**config.mk**
```make
export PLATFORM = sky130hd
export DESIGN_NAME = mc_ctrl
export DESIGN_NICKNAME = d
export VERILOG_FILES = /design/src/rtl/mc_ctrl.sv
export SDC_FILE = /design/constraint.sdc
export NUM_CORES = 1
export LEC_CHECK = 0
export BUFFER_PORTS_ARGS = -buffer_cell sky130_fd_sc_hd__buf_4
export CORE_UTILIZATION = 55
export CTS_CLUSTER_DIAMETER = 40
export DETAILED_ROUTE_END_ITERATION = 8
export PLACE_DENSITY = 0.84
export SLEW_MARGIN = 20
export SYNTH_ARGS = -nofsm -noshare
export SYNTH_HDL_FRONTEND = slang
export SYNTH_SLANG_ARGS = --single-unit
```
**constraint.sdc**
```tcl
create_clock -name clk -period 4.77 [get_ports clk]
set_input_delay 0 -clock clk [delete_from_list [all_inputs] [get_ports clk]]
set_output_delay 0 -clock clk [all_outputs]
set_load 0.02 [all_outputs]
```
**src/rtl/mc_ctrl.sv**
```systemverilog
// Multicycle control unit for the RV32I core: fetch/decode/exec/mem/wb
// sequencing with memory handshakes, branch control, trap and instret.
module mc_ctrl #(
  parameter int ALU_CMD_W = 4,
  parameter int EN_BRJ    = 1,
  parameter int CNT_W     = 32
) (
  input  logic                 clk,
  input  logic                 reset,
  input  logic [6:0]           opcode,
  input  logic [2:0]           funct3,
  input  logic                 funct7_5,
  input  logic [3:0]           alu_flags,
  input  logic                 i_mem_ready,
  input  logic                 d_mem_ready,
  output logic                 i_mem_req,
  output logic                 ir_we,
  output logic                 d_mem_req,
  output logic                 d_mem_we,
  output logic                 rf_we,
  output logic [1:0]           rf_src,
  output logic                 alu_src,
  output logic [ALU_CMD_W-1:0] alu_cmd,
  output logic                 pc_we,
  output logic [1:0]           pc_src,
  output logic                 illegal,
  output logic [CNT_W-1:0]     instret,
  output logic [2:0]           state
);

  typedef enum logic [2:0] {
    S_FETCH  = 3'd0,
    S_DECODE = 3'd1,
    S_EXEC   = 3'd2,
    S_MEM    = 3'd3,
    S_WB     = 3'd4,
    S_TRAP   = 3'd5
  } state_t;

  localparam logic [6:0] OP_LD  = 7'b0000011;
  localparam logic [6:0] OP_ST  = 7'b0100011;
  localparam logic [6:0] OP_R   = 7'b0110011;
  localparam logic [6:0] OP_I   = 7'b0010011;
  localparam logic [6:0] OP_BR  = 7'b1100011;
  localparam logic [6:0] OP_JAL = 7'b1101111;
  localparam logic [6:0] OP_JR  = 7'b1100111;
  localparam bit         BRJ    = (EN_BRJ != 0);

  state_t           st, nx;
  logic [6:0]       op_q;
  logic [2:0]       f3_q;
  logic             f7_q;
  logic             ill_q;
  logic [CNT_W-1:0] cnt_q;

  logic is_ld, is_st, is_r, is_i, is_br, is_jal, is_jr;
  logic op_ok, br_bad, taken;
  logic ovf, carry, neg, zero;

  logic       i_req_c, ir_we_c, d_req_c, d_we_c;
  logic       rf_we_c, pc_we_c, alu_src_c, inc;
  logic [1:0] rf_src_c, pc_src_c;
  logic [3:0] cmd4;

  assign {ovf, carry, neg, zero} = alu_flags;

  assign is_ld  = (op_q == OP_LD);
  assign is_st  = (op_q == OP_ST);
  assign is_r   = (op_q == OP_R);
  assign is_i   = (op_q == OP_I);
  assign is_br  = (op_q == OP_BR);
  assign is_jal = (op_q == OP_JAL);
  assign is_jr  = (op_q == OP_JR);

  // Decision in DECODE uses the live IR; later states use the latched copy.
  always_comb begin
    op_ok = 1'b0;
    unique case (opcode)
      OP_LD, OP_ST, OP_R, OP_I: op_ok = 1'b1;
      OP_BR, OP_JAL, OP_JR:     op_ok = BRJ;
      default:                  op_ok = 1'b0;
    endcase
  end

  always_comb begin
    taken  = 1'b0;
    br_bad = 1'b0;
    unique case (f3_q)
      3'b000:  taken = zero;
      3'b001:  taken = ~zero;
      3'b100:  taken = neg ^ ovf;
      3'b101:  taken = ~(neg ^ ovf);
      3'b110:  taken = ~carry;
      3'b111:  taken = carry;
      default: br_bad = 1'b1;
    endcase
  end

  always_comb begin
    cmd4 = 4'b0000;
    unique case (1'b1)
      is_r:    cmd4 = {f7_q, f3_q};
      is_i:    cmd4 = {(f3_q == 3'b101) & f7_q, f3_q};
      is_br:   cmd4 = 4'b1000;
      default: cmd4 = 4'b0000;
    endcase
  end

  assign alu_src_c = is_i | is_ld | is_st | is_jr;

  always_comb begin
    nx       = st;
    i_req_c  = 1'b0;
    ir_we_c  = 1'b0;
    d_req_c  = 1'b0;
    d_we_c   = 1'b0;
    rf_we_c  = 1'b0;
    rf_src_c = 2'd0;
    pc_we_c  = 1'b0;
    pc_src_c = 2'd0;
    inc      = 1'b0;
    case (st)
      S_FETCH: begin
        i_req_c = 1'b1;
        if (i_mem_ready) begin
          ir_we_c = 1'b1;
          nx      = S_DECODE;
        end
      end
      S_DECODE: nx = op_ok ? S_EXEC : S_TRAP;
      S_EXEC: begin
        if (is_br) begin
          if (br_bad) begin
            nx = S_TRAP;
          end else begin
            pc_we_c  = 1'b1;
            pc_src_c = {1'b0, taken};
            inc      = 1'b1;
            nx       = S_FETCH;
          end
        end else if (is_ld | is_st) begin
          nx = S_MEM;
        end else begin
          nx = S_WB;
        end
      end
      S_MEM: begin
        d_req_c = 1'b1;
        d_we_c  = is_st;
        if (d_mem_ready) begin
          if (is_st) begin
            pc_we_c = 1'b1;
            inc     = 1'b1;
            nx      = S_FETCH;
          end else begin
            nx = S_WB;
          end
        end
      end
      S_WB: begin
        rf_we_c  = 1'b1;
        pc_we_c  = 1'b1;
        inc      = 1'b1;
        rf_src_c = is_ld ? 2'd1 : (is_jal | is_jr) ? 2'd2 : 2'd0;
        pc_src_c = is_jal ? 2'd1 : is_jr ? 2'd2 : 2'd0;
        nx       = S_FETCH;
      end
      S_TRAP:  nx = S_TRAP;
      default: nx = S_TRAP;
    endcase
  end

  always_ff @(posedge clk) begin
    if (reset) begin
      st    <= S_FETCH;
      op_q  <= '0;
      f3_q  <= '0;
      f7_q  <= 1'b0;
      ill_q <= 1'b0;
      cnt_q <= '0;
    end else begin
      st    <= nx;
      ill_q <= ill_q | (nx == S_TRAP);
      if (inc) cnt_q <= cnt_q + CNT_W'(1);
      if (st == S_DECODE) begin
        op_q <= opcode;
        f3_q <= funct3;
        f7_q <= funct7_5;
      end
    end
  end

  assign i_mem_req = i_req_c & ~reset;
  assign ir_we     = ir_we_c & ~reset;
  assign d_mem_req = d_req_c & ~reset;
  assign d_mem_we  = d_we_c & ~reset;
  assign rf_we     = rf_we_c & ~reset;
  assign rf_src    = reset ? 2'd0 : rf_src_c;
  assign alu_src   = alu_src_c & ~reset;
  assign alu_cmd   = reset ? '0 : ALU_CMD_W'(cmd4);
  assign pc_we     = pc_we_c & ~reset;
  assign pc_src    = reset ? 2'd0 : pc_src_c;
  assign illegal   = ill_q & ~reset;
  assign instret   = reset ? '0 : cnt_q;
  assign state     = reset ? 3'd0 : st;

endmodule
```
==> impl_results.md, run 1 <==
* Cells after Synth at 344
* Reg2Reg Launch Point: op_q[3]
* Synth Flop Type: dfxtp_1
* Relative slew slack at 0.262
* DRC at 0
* Dpl ws at 2.05 ns
* Largest net degree at the start of global routing at 90
* R2R setup slack at 2.11 ns
* Crit end category: flip-flop
* Port Buffers at 69
* Critical path required time at 4.97 ns
* WL/cell at 14.2 um
* Core area at 4750 um2
* Unique masters post-synth at 43
* Clock root buffer: clkbuf_8
* Antenna violations before repair at 0
* Hold WS at 0.134 ns
* Min-Delay Startpoint: d_mem_ready
* Vias per cell at 5.81
* Setup TNS at 0 ns
* Pwr Total at 840 uW
* Syn avg cell area at 7.95 um2
* Largest stage delay on the critical path at 0.58 ns
* Maximum vdd drop at 0.000205 V
* Min-delay worst type: in -> reg
* First-pass GRT wire length at 11.0 mm
* Row cnt at 25
* CTS buffer count at 5
* Total GRT Usage at 0.265
* Share of cells above drive strength 1 at 0.244
* Width of the die at 72.5 um
* Arrival @ worst endpoint at 2.86 ns
* Worst path slowest cell: nor4_1
* Vias in the first global route at 2,539
* Worst-Margin Slew at 1.10 ns
* Slew Viols, Final at 0
* Placement Cell Area at 3270 um2
* Hold Path Depth at 4
* Final instance area at 3510 um2
* Setup ws final at 2.11 ns
* Non-Filler Instances at 476
* TritonCTS Sinks at 47
* Post-CTS Resized at 0
* CP Cell Sequence: nand4bb_1 -> nor4_1 -> a221oi_4 -> buf_8 -> buf_4 -> nor4b_1 -> mux2_2
* Layout Area Growth over Synthesis at 28.5%
* Placed insts at 456
* Final hold vios at 0
* CTS max path bufs at 2
* PD cells at 239 nW/um2
* Hold-fix buffers, CTS at 11
* H-tree depth at 2
* Status: completed
* Crit share post-route at 0.558
* Worst-Skew Late Latency at 0.30 ns
* Worst setup SP type: flip-flop
* Cell Area, Synth at 2740 um2
* Die area at 5260 um2
* Die Span Y at 72.5 um
* RSZ-0062 raised after global routing: no
* Static leakage at 1.41 nW
* Post-synth EDFFs at 0
* Nets@finish at 428
* WS Path Type: reg -> reg
* Asr flop ratio synth at 0
* Number of diodes at 0
* Final GP Congestion at 0.862
* Initial drt markers at 198
* Sequential share of the synthesized area at 0.344
* First-pass detailed-route iteration total at 4
* Synth warn at 0
* Final min period at 2.66 ns
* DP Wirelength at 4.53 mm
* Final Skew at 0.00594 ns
* Reg2Reg Depth at 7
* TritonCTS clock tree: yes
* R2R Path End: cnt_q[9]
* Finish-stage setup viols at 0
* Synthesized Nets at 364
* #FFs+latches synth at 47
* Worst-path maximum fanout at 20
* Worst Hold Path EP: st[1]
* Max-cap violations at 0
* Post-CTS Setup Inserts at 0
* Layout Utilization at 0.739
* Initial Util at 0.575
* Drt total wl at 6.77 mm
* Grt ovf at 0
* Worst-path clk slew at 0.09 ns
* Via count at 2,767
* Ports at 70
* Maximum achievable frequency at 0.376 GHz
* Remaining antenna violation count at 0
## final cells by class
| type | instances | area, um2 |
|---|---|---|
| clock buffer | 6 | 82.6 |
| multi-input combinational | 265 | 1690 |
| inverter | 6 | 22.5 |
| fill | 404 | 1240 |
| tap | 67 | 83.8 |
| sequential | 47 | 941 |
| clock inverter | 2 | 35.0 |
| timing repair buffer | 83 | 658 |
## cells in the final DEF, fill, tap and decap left out, types with 2 or more instances in the layout
cell type,instances
buf_4,71
dfxtp_1,47
nor2_1,42
nor2b_1,38
a21oi_1,15
mux2_2,15
o21ai_0,13
nor3_1,13
nand2_1,13
nand3_1,12
or4_1,12
mux2i_1,11
dlygate4sd3_1,11
nor4_1,9
nand4_1,8
or3_1,8
inv_1,6
nand2b_1,6
and3_1,6
o31ai_1,6
clkbuf_8,6
and2_1,5
nand3b_1,4
xor2_1,3
and4_1,3
nor4b_1,2
a211oi_1,2
a31oi_1,2
a22oi_1,2
## sequential cells by signal, summed over array words and instances (netlist names)
signal and cells:
f7_q 1, op_q 7, f3_q 3, cnt_q 32
st 3, ill_q 1
## synthesized netlist by cell type (3+ instances only)
cell type | n | area [um2]
dfxtp_1 | 47 | 941
nor2_1 | 42 | 158
nor2b_1 | 38 | 238
clkbuf_1 | 21 | 78.8
a21oi_1 | 15 | 75.1
mux2_2 | 15 | 169
nor3_1 | 14 | 70.1
nand2_1 | 13 | 48.8
o21ai_0 | 13 | 65.1
nand3_1 | 12 | 60.1
or4_1 | 12 | 90.1
mux2i_1 | 11 | 110
nor4_1 | 9 | 56.3
nand4_1 | 8 | 50.1
or3_1 | 8 | 50.1
and3_1 | 6 | 37.5
inv_1 | 6 | 22.5
nand2b_1 | 6 | 37.5
o31ai_1 | 6 | 45.0
and2_1 | 5 | 31.3
buf_2 | 4 | 20.0
nand3b_1 | 4 | 30.0
and4_1 | 3 | 26.3
xor2_1 | 3 | 26.3
## logic make-up after synthesis
| logic type | count (synthesis) | share of synthesized area |
|---|---|---|
| AOI/OAI and AO/OA | 45 | 0.0997 |
| buffers and inverters | 32 | 0.0457 |
| adders and majority gates | 1 | 0.00457 |
| muxes | 26 | 0.102 |
| and+or+nand+nor | 189 | 0.391 |
| DFF | 47 | 0.344 |
| xor gates and xnor gates | 4 | 0.0128 |
## metal layers
layer | wire (um) | GRT usage | part of all wire
met1 | 2930 | 0.335 | 0.43
met2 | 3240 | 0.439 | 0.48
met3 | 444 | 0.0486 | 0.066
met4 | 147 | 0.122 | 0.022
met5 | 0 | 0 | 0
## how the worst max path moves through the flow
stage / endpoint / cells after the start / start
2_1_floorplan: cnt_q[30] / 6 / cnt_q[7]
6_report: cnt_q[9] / 7 / op_q[3]
3_5_place_dp: cnt_q[15] / 6 / op_q[3]
4_1_cts: cnt_q[15] / 6 / op_q[3]
5_1_grt: cnt_q[19] / 7 / op_q[3]
3_3_place_gp: cnt_q[19] / 6 / op_q[3]
## worst max-delay path: cells and delay by family (launching register included)
kind | cells | cell delay [ns]
muxes | 1 | 0.37
AOI/OAI and AO/OA | 1 | 0.16
and+or+nand+nor | 3 | 1.30
buffers and inverters | 2 | 0.37
DFF | 1 | 0.35
## power by group
part | internal (mW) | switching (mW)
clock | 0.170 | 0.135
combinational | 0.0524 | 0.0629
sequential | 0.404 | 0.0163
total | 0.626 | 0.214
(Power assumes the default switching activity.)
==> run 2, diff against run 1 <==
--- a/config.mk
+++ b/config.mk
@@ -6,10 +6,10 @@
 export NUM_CORES = 1
 export LEC_CHECK = 0
 export BUFFER_PORTS_ARGS = -buffer_cell sky130_fd_sc_hd__buf_4
-export CORE_UTILIZATION = 55
+export CORE_UTILIZATION = 53
 export CTS_CLUSTER_DIAMETER = 40
 export DETAILED_ROUTE_END_ITERATION = 8
-export PLACE_DENSITY = 0.84
+export PLACE_DENSITY = 0.82
 export SLEW_MARGIN = 20
 export SYNTH_ARGS = -nofsm -noshare
 export SYNTH_HDL_FRONTEND = slang
==> constraint.sdc (replaced) <==
create_clock -name clk -period 2.54 [get_ports clk]
set_input_delay 0 -clock clk [delete_from_list [all_inputs] [get_ports clk]]
set_output_delay 0 -clock clk [all_outputs]
set_load 0.02 [all_outputs]
==> run 2 against run 1 <==
Largest power group unchanged; final area about the same; critical path depth decreased by 2; clock-buffer cell count unchanged; power increased by 74%; critical path type unchanged.
==> impl_results.md, run 2 (synthesized netlist as in run 1, its figures left out) <==
* Post-CTS Setup Inserts at 0 (unchanged)
* Top reg by flops: cnt_q
* Hold-fix buffers, CTS at 11 (unchanged)
* Grt ovf at 0 (unchanged)
* Largest register FFs at 32 (unchanged)
* Worst path slowest cell: or4_1
* Min-Delay Startpoint: d_mem_ready
* Share of cells above drive strength 1 at 0.248 (+0.00368)
* Relative slew slack at 0.451 (+0.189)
* Critical path required time at 2.76 ns (-2.21 ns)
* Vias in the first global route at 2,449 (-3.5%)
* Min-delay worst type: in -> reg
* Total GRT Usage at 0.258 (-0.00730)
* Final GP Congestion at 0.820 (-4.8%)
* Largest stage delay on the critical path at 0.61 ns (+0.03 ns)
* Worst-path maximum fanout at 6 (-70%)
* Drt total wl at 6.82 mm (+0.72%)
* TritonCTS clock tree: yes
* Largest net degree at the start of global routing at 90 (unchanged)
* Via count at 2,739 (-1.0%)
* CTS max path bufs at 2 (unchanged)
* Width of the die at 73.8 um (+1.8%)
* Row cnt at 25 (unchanged)
* Nets@finish at 431 (+0.70%)
* Commonest non-fill, non-tap cells in the layout: 74 x buf_4, 47 x dfxtp_1, 42 x nor2_1
* Arrival @ worst endpoint at 2.53 ns (-0.33 ns)
* Worst-path clk slew at 0.08 ns (about the same)
* Ports at 70 (unchanged)
* Post-CTS Resized at 0 (unchanged)
* Hold WS at 0.143 ns (+0.00861 ns)
* Port Buffers at 69 (unchanged)
* Die Span Y at 73.8 um (+1.8%)
* Antenna violations before repair at 0 (unchanged)
* WL/cell at 14.3 um (+0.30%)
* Die area at 5450 um2 (+3.7%)
* DP Wirelength at 4.73 mm (+4.4%)
* Worst setup SP type: flip-flop
* Max-cap violations at 0 (unchanged)
* First-pass detailed-route iteration total at 5 (+1)
* TritonCTS Sinks at 47 (unchanged)
* Crit end category: flip-flop
* Finish-stage setup viols at 0 (unchanged)
* Crit share post-route at 0.907 (+0.349)
* Initial drt markers at 110 (-44%)
* DRC at 0 (unchanged)
* Status: completed
* Worst path most repeated cell: or4_1
* Worst-Margin Slew at 0.824 ns (-0.278 ns)
* First-pass GRT wire length at 10.9 mm (-1.2%)
* Number of diodes at 0 (unchanged)
* H-tree depth at 2 (unchanged)
* CP Cell Sequence: nand4_2 -> or4_1 -> or4_1 -> or3_1 -> a21oi_1
* CTS buffer count at 5 (unchanged)
* Vias per cell at 5.73 (-1.4%)
* Clock root buffer: clkbuf_8
* Slew Viols, Final at 0 (unchanged)
* Core area at 4850 um2 (+2.0%)
* Initial Util at 0.564 (-0.0111)
* Reg2Reg Launch Point: cnt_q[7]
* RSZ-0062 raised after global routing: no
* Most common cell after layout, fill and taps aside: buf_4
* Maximum vdd drop at 0.000306 V (+49%)
* Static leakage at 1.41 nW (+0.22%)
* Remaining antenna violation count at 0 (unchanged)
* Final min period at 2.30 ns (-0.359 ns)
* Final Skew at 0.00451 ns (-0.00142 ns)
* Setup TNS at 0 ns (unchanged)
* PD cells at 416 nW/um2 (+74%)
* WS Path Type: reg -> reg
* Leading registers by flop count: cnt_q x32, op_q x7
* Layout Area Growth over Synthesis at 28.4% (about the same)
* Maximum achievable frequency at 0.434 GHz (+16%)
* Final hold vios at 0 (unchanged)
* Worst Setup SP: cnt_q[7]
* Worst-Skew Late Latency at 0.30 ns (about the same)
run 2: cell types whose count changed in the layout (fill, tap and decap cells not counted), sizes merged:
cell	delta
buf	+3
bufinv	-1
run 2: critical path, delay by kind of cell (launching register included):
| family | cells | cell delay [ns] |
|---|---|---|
| AOI/OAI and AO/OA | 1 | 0.14 |
| DFF | 1 | 0.41 |
| and+or+nand+nor | 4 | 1.69 |
run 2: worst paths after layout:
path	end	slack [ns]	cells past startpoint
setup / recovery	cnt_q[28]	0.24	5
hold / removal	st[1]	0.14	4
setup reg to reg	cnt_q[28]	0.24	5
hold reg to reg	ill_q	0.48	2
run 2: area by class of cell:
cell class / instances / area [um2]
clock buffers: 6 / 82.6
clock inverters: 1 / 5.00
fillers: 397 / 1340
inverters: 6 / 22.5
multi-input cells: 265 / 1690
flip-flops and latches: 47 / 941
well taps: 67 / 83.8
repair buffers: 86 / 686
run 2: where the power goes:
group | internal [mW] | total [mW] | switching [mW]
clock | 0.214 | 0.452 | 0.238
combinational | 0.100 | 0.222 | 0.122
sequential | 0.759 | 0.788 | 0.0290
run 2: metal layers:
layer,track usage,routed length [um],up-vias
li1,-,-,1358
met1,0.295,2960,1276
met2,0.468,3350,88
met3,0.0521,380,17
met4,0.0983,126,0
met5,0,0,-
run 2: through the flow:
| stage | utilization | power (mW) | instances | setup slack, ns | instance area [um2] |
|---|---|---|---|---|---|
| CTS | 0.724 | 1.48 | 478 | 0.240 | 3510 |
| detailed placement | 0.684 | 1.01 | 460 | 0.260 | 3310 |
| floorplan | - | 0.933 | 344 | 0.313 | 2740 |
| global route | 0.724 | 1.53 | 478 | 0.118 | 3510 |
| finish | 0.724 | 1.46 | 478 | 0.237 | 3510 |
| global placement | 0.684 | 1.01 | 460 | 0.290 | 3310 |
==> run 3, diff against run 2 <==
--- a/config.mk
+++ b/config.mk
@@ -5,7 +5,7 @@
 export SDC_FILE = /design/constraint.sdc
 export NUM_CORES = 1
 export LEC_CHECK = 0
-export BUFFER_PORTS_ARGS = -buffer_cell sky130_fd_sc_hd__buf_4
+export BUFFER_PORTS_ARGS = -buffer_cell sky130_fd_sc_hd__buf_2
 export CORE_UTILIZATION = 53
 export CTS_CLUSTER_DIAMETER = 40
 export DETAILED_ROUTE_END_ITERATION = 8
==> run 3 against run 2 <==
Register-to-register slack got worse by 0.05 ns; hold slack worse by 0.050 ns; core utilization decreased by 3.1 points; combinational power decreased by 5%; clock skew increased by 0.0021 ns; critical path depth unchanged; non-clock buffer count increased by 2; global-route usage shrank 0.15 points; clock-buffer cell count fell by 1.
==> impl_results.md, run 3 (synthesized netlist as in run 1, its figures left out) <==
* Status: completed
* Worst-path clk slew at 0.08 ns (about the same)
* First-pass detailed-route iteration total at 5 (unchanged)
* H-tree depth at 2 (unchanged)
* WP buf/inv at 0 (unchanged)
* Die area at 5450 um2 (unchanged)
* TritonCTS Sinks at 47 (unchanged)
* Port Buffers at 69 (unchanged)
* First-pass GRT wire length at 10.9 mm (-0.44%)
* Maximum vdd drop at 0.000352 V (+15%)
* CTS max path bufs at 2 (unchanged)
* Critical path required time at 2.78 ns (+0.02 ns)
* Worst path most repeated cell: or4_1
* WL/cell at 14.0 um (-2.1%)
* Grt ovf at 0 (unchanged)
* Setup TNS at 0 ns (unchanged)
* TritonCTS clock tree: yes
* Relative slew slack at 0.635 (+0.184)
* Crit share post-route at 0.925 (+0.0188)
* PD cells at 428 nW/um2 (+2.9%)
* WS Path Type: reg -> reg
* Final min period at 2.35 ns (+0.0478 ns)
* Worst-path maximum fanout at 6 (unchanged)
* Layout Area Growth over Synthesis at 23.0%
* CP Cell Sequence: nand4_2 -> or4_1 -> or3_4 -> or4_1 -> a21oi_1
* Arrival @ worst endpoint at 2.59 ns (+0.06 ns)
* Core area at 4850 um2 (unchanged)
* Die Span Y at 73.8 um (unchanged)
* Hold WS at 0.0927 ns (-0.0502 ns)
* Crit end category: flip-flop
* Width of the die at 73.8 um (unchanged)
* Maximum achievable frequency at 0.425 GHz (-2.0%)
* CTS buffer count at 5 (unchanged)
* Post-CTS Setup Inserts at 0 (unchanged)
* Drt total wl at 6.71 mm (-1.5%)
* Via count at 2,718 (-0.77%)
* Antenna violations before repair at 0 (unchanged)
* Final GP Congestion at 0.883 (+7.7%)
* Finish-stage setup viols at 0 (unchanged)
* Largest stage delay on the critical path at 0.62 ns (about the same)
* Final hold vios at 0 (unchanged)
* Nets@finish at 433 (+0.46%)
* Number of diodes at 0 (unchanged)
* Largest net degree at the start of global routing at 72 (-20%)
* Most common cell after layout, fill and taps aside: buf_2
* Clock root buffer: clkbuf_8
* DRC at 0 (unchanged)
* Post-CTS Resized at 0 (unchanged)
* Remaining antenna violation count at 0 (unchanged)
* Multi-input combinational cell area at 1690 um2 (unchanged)
* Leading registers by flop count: cnt_q x32, op_q x7
* Static leakage at 1.41 nW (+0.37%)
* Ports at 70 (unchanged)
* CP top delay family: simple AND/OR/NAND/NOR gates
* Initial drt markers at 112 (+1.8%)
* Share of cells above drive strength 1 at 0.254 (+0.00545)
* Max-cap violations at 0 (unchanged)
* Largest register FFs at 32 (unchanged)
* Worst-Skew Late Latency at 0.30 ns (about the same)
* Sequential cell area at 941 um2 (unchanged)
* Total GRT Usage at 0.257 (-0.00150)
* Min-delay worst type: in -> reg
* Worst-Margin Slew at 0.542 ns (-0.282 ns)
* Vias per cell at 5.65 (-1.4%)
* Worst setup SP type: flip-flop
* Worst path slowest cell: or4_1
* Vias in the first global route at 2,440 (-0.37%)
* Initial Util at 0.564 (unchanged)
* Slew Viols, Final at 0 (unchanged)
* Commonest non-fill, non-tap cells in the layout: 69 x buf_2, 47 x dfxtp_1, 42 x nor2_1
* RSZ-0062 raised after global routing: no
* DP Wirelength at 4.79 mm (+1.2%)
* Row cnt at 25 (unchanged)
* Final Skew at 0.00665 ns (+0.00213 ns)
* Fillers at 400 (+0.76%)
* Top reg by flops: cnt_q
run 3: changes by cell type in the layout (fill, tap and decap cells not counted):
cell,delta
clkinv_2,+2
clkbuf_8,-1
buf_4,-68
buf_2,+69
buf_12,+1
run 3: timing repair:
item / 4_1_cts / 5_1_grt
setup endpoints to repair: 0 / 0
hold endpoints to repair: 11 / 0
hold buffers: 11 / 0
run 3: report_power, final:
group          internal, mW  total (mW)  switching, mW
logic                0.0905       0.211          0.121
registers             0.759       0.787         0.0279
clock network         0.189       0.443          0.254
run 3: cell type report:
class	instances	share of cell area
tap	67	0.0249
multi-input combinational	265	0.503
inverter	6	0.00670
clock inverter	3	0.00446
timing repair buffer	88	0.161
sequential	47	0.280
clock buffer	5	0.0205
run 3: path summary, 6_finish.rpt:
check	slack (ns)	cells past startpoint	from	end
max	0.19	5	cnt_q[7]	cnt_q[30]
min	0.09	2	reset	op_q[2]
max reg2reg	0.19	5	cnt_q[7]	cnt_q[30]
min reg2reg	0.48	2	ill_q	ill_q
run 3: through the flow:
stage | utilization | cells | area, um2 | power (mW) | setup WS [ns]
floorplan | - | 344 | 2740 | 0.933 | 0.313
global placement | 0.654 | 462 | 3170 | 0.997 | 0.299
detailed placement | 0.654 | 462 | 3170 | 1.00 | 0.215
CTS | 0.694 | 481 | 3360 | 1.45 | 0.170
global route | 0.694 | 481 | 3360 | 1.50 | 0.0672
finish | 0.694 | 481 | 3360 | 1.44 | 0.189
run 3: per-layer routing:
metal,wire length [um],vias to the layer above,global-route usage,part of all wire
li1,-,1373,-,-
met1,2940,1246,0.299,0.44
met4,83,0,0.109,0.012
met3,371,10,0.0384,0.055
met5,0,-,0,0
met2,3310,89,0.464,0.49
